**src/rtl/mmio_uart_tx.sv**
```systemverilog
// mmio_uart_tx: memory-mapped 8N1 UART transmitter that snoops the MIPS
// data-memory port. Stores to TXDATA are queued in a small FIFO and
// serialised LSB first; STATUS reports FIFO fill, overflow and busy state.
module mmio_uart_tx #(
    parameter logic [31:0] BASE_ADDR    = 32'hFFFF_0000,
    parameter int          CLKS_PER_BIT = 868,
    parameter int          FIFO_DEPTH   = 8
) (
    input  logic        clk,
    input  logic        rst,
    input  logic        memwrite,
    input  logic [31:0] dataadr,
    input  logic [31:0] writedata,
    output logic        hit,
    output logic [31:0] rdata,
    output logic        uart_txd,
    output logic        fifo_full,
    output logic        tx_busy
);

    localparam int AW = $clog2(FIFO_DEPTH);
    localparam int BW = $clog2(CLKS_PER_BIT);
    localparam logic [BW-1:0] BAUD_LAST = BW'(CLKS_PER_BIT - 1);
    localparam logic [AW:0]   FULL_CNT  = (AW + 1)'(FIFO_DEPTH);

    typedef enum logic [1:0] {S_IDLE, S_START, S_DATA, S_STOP} state_t;

    state_t        r_state;
    logic [BW-1:0] r_baud;
    logic [2:0]    r_bit;
    logic [7:0]    r_shreg;
    logic          r_txd;
    logic [7:0]    r_mem [FIFO_DEPTH];
    logic [AW-1:0] r_wr;
    logic [AW-1:0] r_rd;
    logic [AW:0]   r_count;
    logic          r_ovf;

    state_t        w_state_nxt;
    logic [BW-1:0] w_baud_nxt;
    logic [2:0]    w_bit_nxt;
    logic [7:0]    w_shreg_nxt;
    logic          w_txd_nxt;
    logic          w_pop;
    logic          w_empty;
    logic          w_full;
    logic          w_push_req;
    logic          w_push;
    logic          w_ovf_set;
    logic          w_ovf_clr;
    logic [4:0]    w_cnt5;
    logic          w_unused;

    // Address decode: one 8-byte window, bit 2 picks TXDATA or STATUS
    assign hit        = (dataadr[31:3] == BASE_ADDR[31:3]);
    assign w_push_req = memwrite & hit & ~dataadr[2];
    assign w_ovf_clr  = memwrite & hit & dataadr[2] & writedata[3];

    assign w_empty    = (r_count == '0);
    assign w_full     = (r_count == FULL_CNT);
    // A full FIFO still accepts a byte when the transmitter pops in the same cycle
    assign w_push     = w_push_req & (~w_full | w_pop);
    assign w_ovf_set  = w_push_req & w_full & ~w_pop;

    // Depth 16 wraps to 0 in the 4-bit count field; full still reads back 1
    assign w_cnt5     = 5'(r_count);
    assign rdata      = hit ? {20'b0, w_cnt5[3:0], 4'b0, r_ovf, tx_busy, w_empty, w_full}
                            : 32'b0;

    assign uart_txd   = r_txd;
    assign tx_busy    = (r_state != S_IDLE);
    assign fifo_full  = w_full;

    assign w_unused   = &{1'b0, writedata[31:8], dataadr[1:0], w_cnt5[4]};

    // FIFO pointers, fill count and sticky overflow flag
    always_ff @(posedge clk or negedge rst) begin
        if (!rst) begin
            r_wr    <= '0;
            r_rd    <= '0;
            r_count <= '0;
            r_ovf   <= 1'b0;
        end else begin
            if (w_push) r_wr <= r_wr + 1'b1;
            if (w_pop)  r_rd <= r_rd + 1'b1;
            if (w_push && !w_pop)      r_count <= r_count + 1'b1;
            else if (w_pop && !w_push) r_count <= r_count - 1'b1;
            // A new overflow wins over a simultaneous clear
            r_ovf <= w_ovf_set | (r_ovf & ~w_ovf_clr);
        end
    end

    // FIFO storage and transmit shift register (data only, no reset needed)
    always_ff @(posedge clk) begin
        if (w_push) r_mem[r_wr] <= writedata[7:0];
        r_shreg <= w_shreg_nxt;
    end

    // Transmitter state, baud/bit counters and registered serial line
    always_ff @(posedge clk or negedge rst) begin
        if (!rst) begin
            r_state <= S_IDLE;
            r_baud  <= '0;
            r_bit   <= '0;
            r_txd   <= 1'b1;
        end else begin
            r_state <= w_state_nxt;
            r_baud  <= w_baud_nxt;
            r_bit   <= w_bit_nxt;
            r_txd   <= w_txd_nxt;
        end
    end

    // Frame sequencing; txd is computed one cycle ahead so it changes on the state edge
    always_comb begin
        w_state_nxt = r_state;
        w_baud_nxt  = r_baud;
        w_bit_nxt   = r_bit;
        w_shreg_nxt = r_shreg;
        w_txd_nxt   = r_txd;
        w_pop       = 1'b0;
        case (r_state)
            S_IDLE: begin
                w_txd_nxt = 1'b1;
                if (!w_empty) begin
                    w_pop       = 1'b1;
                    w_shreg_nxt = r_mem[r_rd];
                    w_baud_nxt  = '0;
                    w_txd_nxt   = 1'b0;
                    w_state_nxt = S_START;
                end
            end
            S_START: begin
                if (r_baud == BAUD_LAST) begin
                    w_baud_nxt  = '0;
                    w_bit_nxt   = '0;
                    w_txd_nxt   = r_shreg[0];
                    w_state_nxt = S_DATA;
                end else begin
                    w_baud_nxt  = r_baud + 1'b1;
                end
            end
            S_DATA: begin
                if (r_baud == BAUD_LAST) begin
                    w_baud_nxt  = '0;
                    w_shreg_nxt = {1'b0, r_shreg[7:1]};
                    if (r_bit == 3'd7) begin
                        w_txd_nxt   = 1'b1;
                        w_state_nxt = S_STOP;
                    end else begin
                        w_bit_nxt   = r_bit + 1'b1;
                        w_txd_nxt   = r_shreg[1];
                    end
                end else begin
                    w_baud_nxt  = r_baud + 1'b1;
                end
            end
            S_STOP: begin
                w_txd_nxt = 1'b1;
                if (r_baud == BAUD_LAST) begin
                    w_baud_nxt  = '0;
                    w_state_nxt = S_IDLE;
                end else begin
                    w_baud_nxt  = r_baud + 1'b1;
                end
            end
            default: begin
                w_txd_nxt   = 1'b1;
                w_state_nxt = S_IDLE;
            end
        endcase
    end

endmodule

```
**config.mk**
```make
export PLATFORM = sky130hd
export DESIGN_NAME = mmio_uart_tx
export DESIGN_NICKNAME = d
export VERILOG_FILES = /design/src/rtl/mmio_uart_tx.sv
export SDC_FILE = /design/constraint.sdc
export NUM_CORES = 1
export LEC_CHECK = 0
export BUFFER_PORTS_ARGS = -buffer_cell sky130_fd_sc_hd__buf_2
export CORE_MARGIN = 4
export CORE_UTILIZATION = 49
export DETAILED_ROUTE_END_ITERATION = 6
export PLACE_DENSITY = 0.76
export SETUP_SLACK_MARGIN = 0.2
export SLEW_MARGIN = 20
export SYNTH_ARGS = -nofsm -noshare
export SYNTH_HDL_FRONTEND = slang
export SYNTH_SLANG_ARGS = --single-unit
```
**constraint.sdc**
```tcl
create_clock -name clk -period 2.8 [get_ports clk]
set_clock_uncertainty 0.15 [all_clocks]
set_input_delay 0.14 -clock clk [delete_from_list [all_inputs] [get_ports clk]]
set_output_delay 0.14 -clock clk [all_outputs]
set_load 0.02 [all_outputs]
```
==> results.txt, run 1 <==
Port bufs: 52
Routed WL: 8710 um
Area leader, netlist: edfxtp_1
Placed cell areas: 0.00517 mm2
RSZ-0062 raised after global routing: true
Final Hold Viols: 0
Antenna violations before repair: 0
Slowest CP cell: dfrtp_1
Detailed-route wire length per cell: 16.1 um
GRT Total Usage: 0.161
Vias in the first global route: 2852
Cell count after synthesis: 333
CTS Sinks: 99
Synth Cell Area: 0.00477 mm2
Row count: 35
Synth top cells by count: edfxtp_1 (72), buf_4 (26), dfrtp_1 (26)
Sequential element share of the synthesized area: 0.595
CP Max Fanout: 5
Chip width: 107 um
Crit. End Element: register
DRC: 0
Peak ir drop on the vdd network: 319 uV
Crit share post-route: 0.917
Nets: 489
Detailed Routing Iterations Pass 1: 4
Fin Setup TNS: 0 ns
Primary FF master, synth: edfxtp_1
Fmax: 389 MHz
Largest net degree at the start of global routing: 28
Measured slew at the worst slew-check pin: 0.996 ns
DRT antenna net count: 0
WP data arrival: 2.70 ns
Worst path max stage delay: 0.47 ns
First-pass GRT wire length: 14400 um
Top cell type's share of synthesized area: 0.453
Setup ws final: 0.232 ns
Area occupied by registers: 0.00284 mm2
Pwr dens: 466 mW/mm2
Worst hold path class: primary input to register
GPL Wtd Cong: 0.746
Global route overflow: 0
Count leader, synth: edfxtp_1
CTS Root Cell: clkbuf_8
Clock Latency Late Sink: 0.36 ns
Worst-path clk slew: 0.10 ns
Worst R2R Setup Slack: 0.23 ns
Multi-input gate area: 0.00175 mm2
Delay-heaviest family, CP: simple AND/OR/NAND/NOR gates
CTS tree: yes
Min Clock Period, post-route: 2.57 ns
Io pins: 103
Outcome: complete, no violations
Ant diodes: 0
Synth async-reset ratio: 0.273
Max_cap viols: 0
Initial drt markers: 211
Vias per inst: 5.41
Finished Cell Area: 0.00550 mm2
Cell Chain, Critical Path: nor4b_4, and2_1, nand4b_1, inv_1, ha_2, inv_2, ha_4, a21o_2, a21oi_2, mux2i_1, xnor2_1
Distinct cells, synth: 60
Synth area leaders: edfxtp_1 (45%), dfrtp_1 (14%), mux4_2 (7.6%)
Dpl ws: 0.214 ns
Final Power: 2560 uW
Fillers: 739
Startpoint Class: register
Core area: 0.00937 mm2
Vias: 2931
Layout cell share with drive strength beyond 1: 0.320
# setup viols final: 0
Clock buffer depth: 2
Buf+Inv Stages, Crit Path: 2
Post-synth EDFFs: 72
Die Ht: 107 um
Final Util: 0.587
Die area: 0.0114 mm2
Starting Density: 0.509
Syn_area_per_cell: 14.3 um2
Worst setup path category: register to register
CTS Buf Count: 9
Syn. warnings: 0
Worst rel slew slack: 0.333
Final Slew Violations: 0
Required time of the critical path: 2.93 ns
Detailed placement HPWL: 6080 um
FF+latch count, synth: 99
Syn-to-layout area delta: 15.3%
Pleak: 0.00212 uW
H-tree levels: 3
-- power breakdown --
group          total, uW  internal (uW)  switching (uW)
Sequential          1570           1570      0.00000955
Clock                900            356             545
Combinational       91.3           32.0            59.3
-- tightest hold or removal path, delay by kind of cell --
kind | cells | cell delay, ns
AOI/OAI and AO/OA | 1 | 0.11
and+or+nand+nor | 2 | 0.21
buffers and inverters | 1 | 0.11
-- layout make-up --
type / instances / share of cell area
Timing Repair Buffer: 82 / 0.0924
Clock inverter: 7 / 0.0139
Tap cell: 129 / 0.0294
Multi-Input combinational cell: 207 / 0.319
Sequential cell: 99 / 0.517
Clock buffer: 9 / 0.0225
Inverter: 9 / 0.00615
-- layer usage --
layer	part of all wire	wire length, um	global-route usage
met1	0.43	3770	0.218
met2	0.50	4360	0.265
met3	0.058	501	0.0301
met4	0.0082	71	0.0548
met5	0	0	0
-- cells by family (layout without fill, tap and decap cells) --
kind of cell	Yosys count	count (layout)	share of synthesized area
flops	99	99	0.595
simple gates	85	85	0.113
other cells	1	24	0.000786
compound gates	43	43	0.0604
mux	32	32	0.112
buf+inv	50	107	0.0645
fa+ha+maj	14	14	0.0383
xor+xnor	9	9	0.0165
-- placed cells by master (no fill, tap or decap), drive strengths merged, types with 9 or more instances in the layout --
master	netlist	routed
nor4	9	9
dfrtp	26	26
nor2	10	10
o21ai	16	16
clkbuf	6	9
ha	13	13
conb	1	24
mux2i	10	10
buf	35	73
mux4	16	16
inv	9	13
edfxtp	72	72
nand2	21	21
dlygate4sd3	0	9
-- final timing paths --
kind,from,endpoint,cells past startpoint
max in group asynchronous,rst,r_count[1],2
setup reg to reg,r_count[2],r_count[3],11
setup / recovery,r_count[2],r_count[3],11
hold reg to reg,r_ovf,r_ovf,1
hold / removal,memwrite,r_ovf,4
min in group asynchronous,rst,r_baud[1],2
-- registers in the layout (all words and copies together), names as in the netlist --
signal    flops
r_state       2
r_rd          3
r_ovf         1
r_count       4
r_wr          3
r_mem        64
uart_txd      1
r_baud       10
r_bit         3
r_shreg       8
-- through the flow --
stage / std cells / hold WS, ns
6_report: 542 / 0.105
2_1_floorplan: 356 / -0.306
3_3_place_gp: 513 / 0.0368
5_1_grt: 542 / 0.133
3_5_place_dp: 513 / 0.0415
4_1_cts: 538 / 0.0917
-- what timing repair did --
| item | CTS | global route |
|---|---|---|
| pin swaps | 0 | 1 |
| hold buffers | 9 | 0 |
| resized for setup | 2 | 1 |
| hold endpoints to repair | 90 | 0 |
| buffers inserted | 0 | 4 |
| setup endpoints to repair | 1 | 9 |
(Power assumes the default switching activity.)
==> run 2, diff against run 1 <==
--- a/config.mk
+++ b/config.mk
@@ -7,5 +7,4 @@
 export LEC_CHECK = 0
 export BUFFER_PORTS_ARGS = -buffer_cell sky130_fd_sc_hd__buf_2
-export CORE_MARGIN = 4
 export CORE_UTILIZATION = 49
 export DETAILED_ROUTE_END_ITERATION = 6
--- a/constraint.sdc
+++ b/constraint.sdc
@@ -3,3 +3,3 @@
 set_input_delay 0.14 -clock clk [delete_from_list [all_inputs] [get_ports clk]]
 set_output_delay 0.14 -clock clk [all_outputs]
-set_load 0.02 [all_outputs]
+set_load 0.005 [all_outputs]
==> run 2 against run 1 <==
Compared with the run above: via count down 0.68%; worst setup slack better by 0.016 ns; sequential share of layout area down 0.66 points; hold slack better by 0.012 ns; clock power up 1%; sequential cell count unchanged; design area up 1.3%.
==> results.txt, run 2 (same netlist as run 1, synthesis figures left out) <==
Outcome: complete, no violations
Antenna violations before repair: 0 (unchanged)
Vias in the first global route: 2781 (-2.5%)
Detailed placement HPWL: 5890 um (-3.2%)
Io pins: 103 (unchanged)
Clock buffer depth: 2 (unchanged)
Final Slew Violations: 0 (unchanged)
CTS tree: yes
GRT Total Usage: 0.185 (+0.0237)
GPL Wtd Cong: 0.738 (-1.0%)
Worst setup path category: register to register
Max reg flops: 64 (unchanged)
Crit. End Element: register
Ant diodes: 0 (unchanged)
Detailed-route wire length per cell: 16.0 um (-0.28%)
Detailed Routing Iterations Pass 1: 4 (unchanged)
CTS Root Cell: clkbuf_8
H-tree levels: 3 (unchanged)
Peak ir drop on the vdd network: 450 uV (+41%)
Crit path from: r_count[0]
Commonest non-fill, non-tap cells in the layout: edfxtp_1 (72), buf_2 (52), buf_4 (26)
DRT antenna net count: 0 (unchanged)
Pleak: 0.00215 uW (+1.3%)
RSZ-0062 raised after global routing: true
CTS Buf Count: 9 (unchanged)
Global route overflow: 0 (unchanged)
Row count: 35 (unchanged)
Min Clock Period, post-route: 2.55 ns (-0.0162 ns)
Fmax: 392 MHz (+0.64%)
Worst R2R Setup Slack: 0.25 ns (+0.02 ns)
Pwr dens: 459 mW/mm2 (-1.7%)
Startpoint Class: register
Crit share post-route: 0.911 (-0.00580)
WP data arrival: 2.69 ns (about the same)
Vias: 2911 (-0.68%)
Max_cap viols: 0 (unchanged)
Hold WS: 0.117 ns (+0.0125 ns)
Largest net degree at the start of global routing: 28 (unchanged)
Largest regs: r_mem x64, r_baud x10, r_shreg x8
Measured slew at the worst slew-check pin: 1.00 ns (+0.00671 ns)
Routed WL: 8760 um (+0.64%)
Die area: 0.0101 mm2 (-11%)
Vias per inst: 5.32 (-1.6%)
Layout cell share with drive strength beyond 1: 0.337 (+0.0177)
Initial drt markers: 150 (-29%)
DRC: 0 (unchanged)
Most flops, register: r_mem
Crit path capture: r_count[3]
First-pass GRT wire length: 14100 um (-2.4%)
Commonest non-fill, non-tap cell in the layout: edfxtp_1
Clock Latency Late Sink: 0.37 ns (about the same)
Placed cell areas: 0.00517 mm2 (about the same)
Starting Density: 0.511 (+0.00239)
Syn-to-layout area delta: 16.8%
# setup viols final: 0 (unchanged)
Fillers: 705 (-4.6%)
Worst hold path class: primary input to register
CTS Sinks: 99 (unchanged)
CP Max Fanout: 5 (unchanged)
Chip width: 101 um (-5.6%)
Worst-path clk slew: 0.11 ns (about the same)
Worst-case reg-to-reg path depth: 11 (unchanged)
Worst R2R End: r_count[3]
Port bufs: 52 (unchanged)
Reg2Reg Launch Point: r_count[0]
Die Ht: 101 um (-5.6%)
Finished Cell Area: 0.00557 mm2 (+1.3%)
Core area: 0.00933 mm2 (-0.47%)
Worst rel slew slack: 0.329 (-0.00449)
Fin Setup TNS: 0 ns (unchanged)
Final Hold Viols: 0 (unchanged)
Nets: 494 (+1.0%)
Required time of the critical path: 2.94 ns (about the same)
-- run 2: worst min path at each step --
stage | from | end | depth (start not counted)
after floorplan | rst | r_baud[0] | 0
after CTS | memwrite | r_ovf | 4
after global routing | memwrite | r_ovf | 4
final | memwrite | r_ovf | 4
after detailed placement | rst | r_baud[0] | 1
after global placement | rst | r_baud[0] | 1
-- run 2: layer usage --
layer	share of wire	GRT usage	vias to the layer above
met5	0	0	-
met1	0.42	0.246	1431
li1	-	-	1383
met2	0.52	0.317	90
met3	0.048	0.0250	7
met4	0.0094	0.0602	0
-- run 2: through the flow --
step | std cells | util | power (uW) | worst slack, ns
after floorplan | 356 | - | 1640 | 0.200
after global placement | 512 | 0.554 | 1660 | 0.232
after detailed placement | 512 | 0.554 | 1660 | 0.182
after CTS | 538 | 0.587 | 2580 | 0.203
after global routing | 547 | 0.597 | 2660 | 0.170
final | 547 | 0.597 | 2550 | 0.248
-- run 2: critical path, cell delays in order, from the launching register on --
cell	delay [ns]
dfrtp_2	0.47
nor4b_4	0.32
and2_4	0.19
nand4b_1	0.14
inv_2	0.07
ha_4	0.17
inv_4	0.07
ha_4	0.19
a21o_2	0.19
a21oi_2	0.15
mux2i_1	0.23
xnor2_1	0.13
-- run 2: layout make-up --
| cell class | count | area, um2 | area share |
|---|---|---|---|
| clock buffer | 9 | 124 | 0.0222 |
| clock inverter | 7 | 86.3 | 0.0155 |
| inverter | 9 | 38.8 | 0.00696 |
| multi-input combinational | 207 | 1770 | 0.318 |
| sequential | 99 | 2840 | 0.510 |
| tap | 129 | 161 | 0.0290 |
| timing repair buffer | 87 | 546 | 0.0979 |
-- run 2: what timing repair did --
action,4_1_cts,5_1_grt
hold endpoints to repair,90,0
setup buffers,1,9
pin swaps,1,4
hold buffers,9,0
gates cloned,0,0
endpoints found under the setup margin,1,9
resized for setup,0,7
-- run 2: report_power, final --
group          total, uW  switching, uW  internal [uW]
Sequential          1570     0.00000792           1570
Clock                913            553            360
Combinational       70.3           38.2           32.0
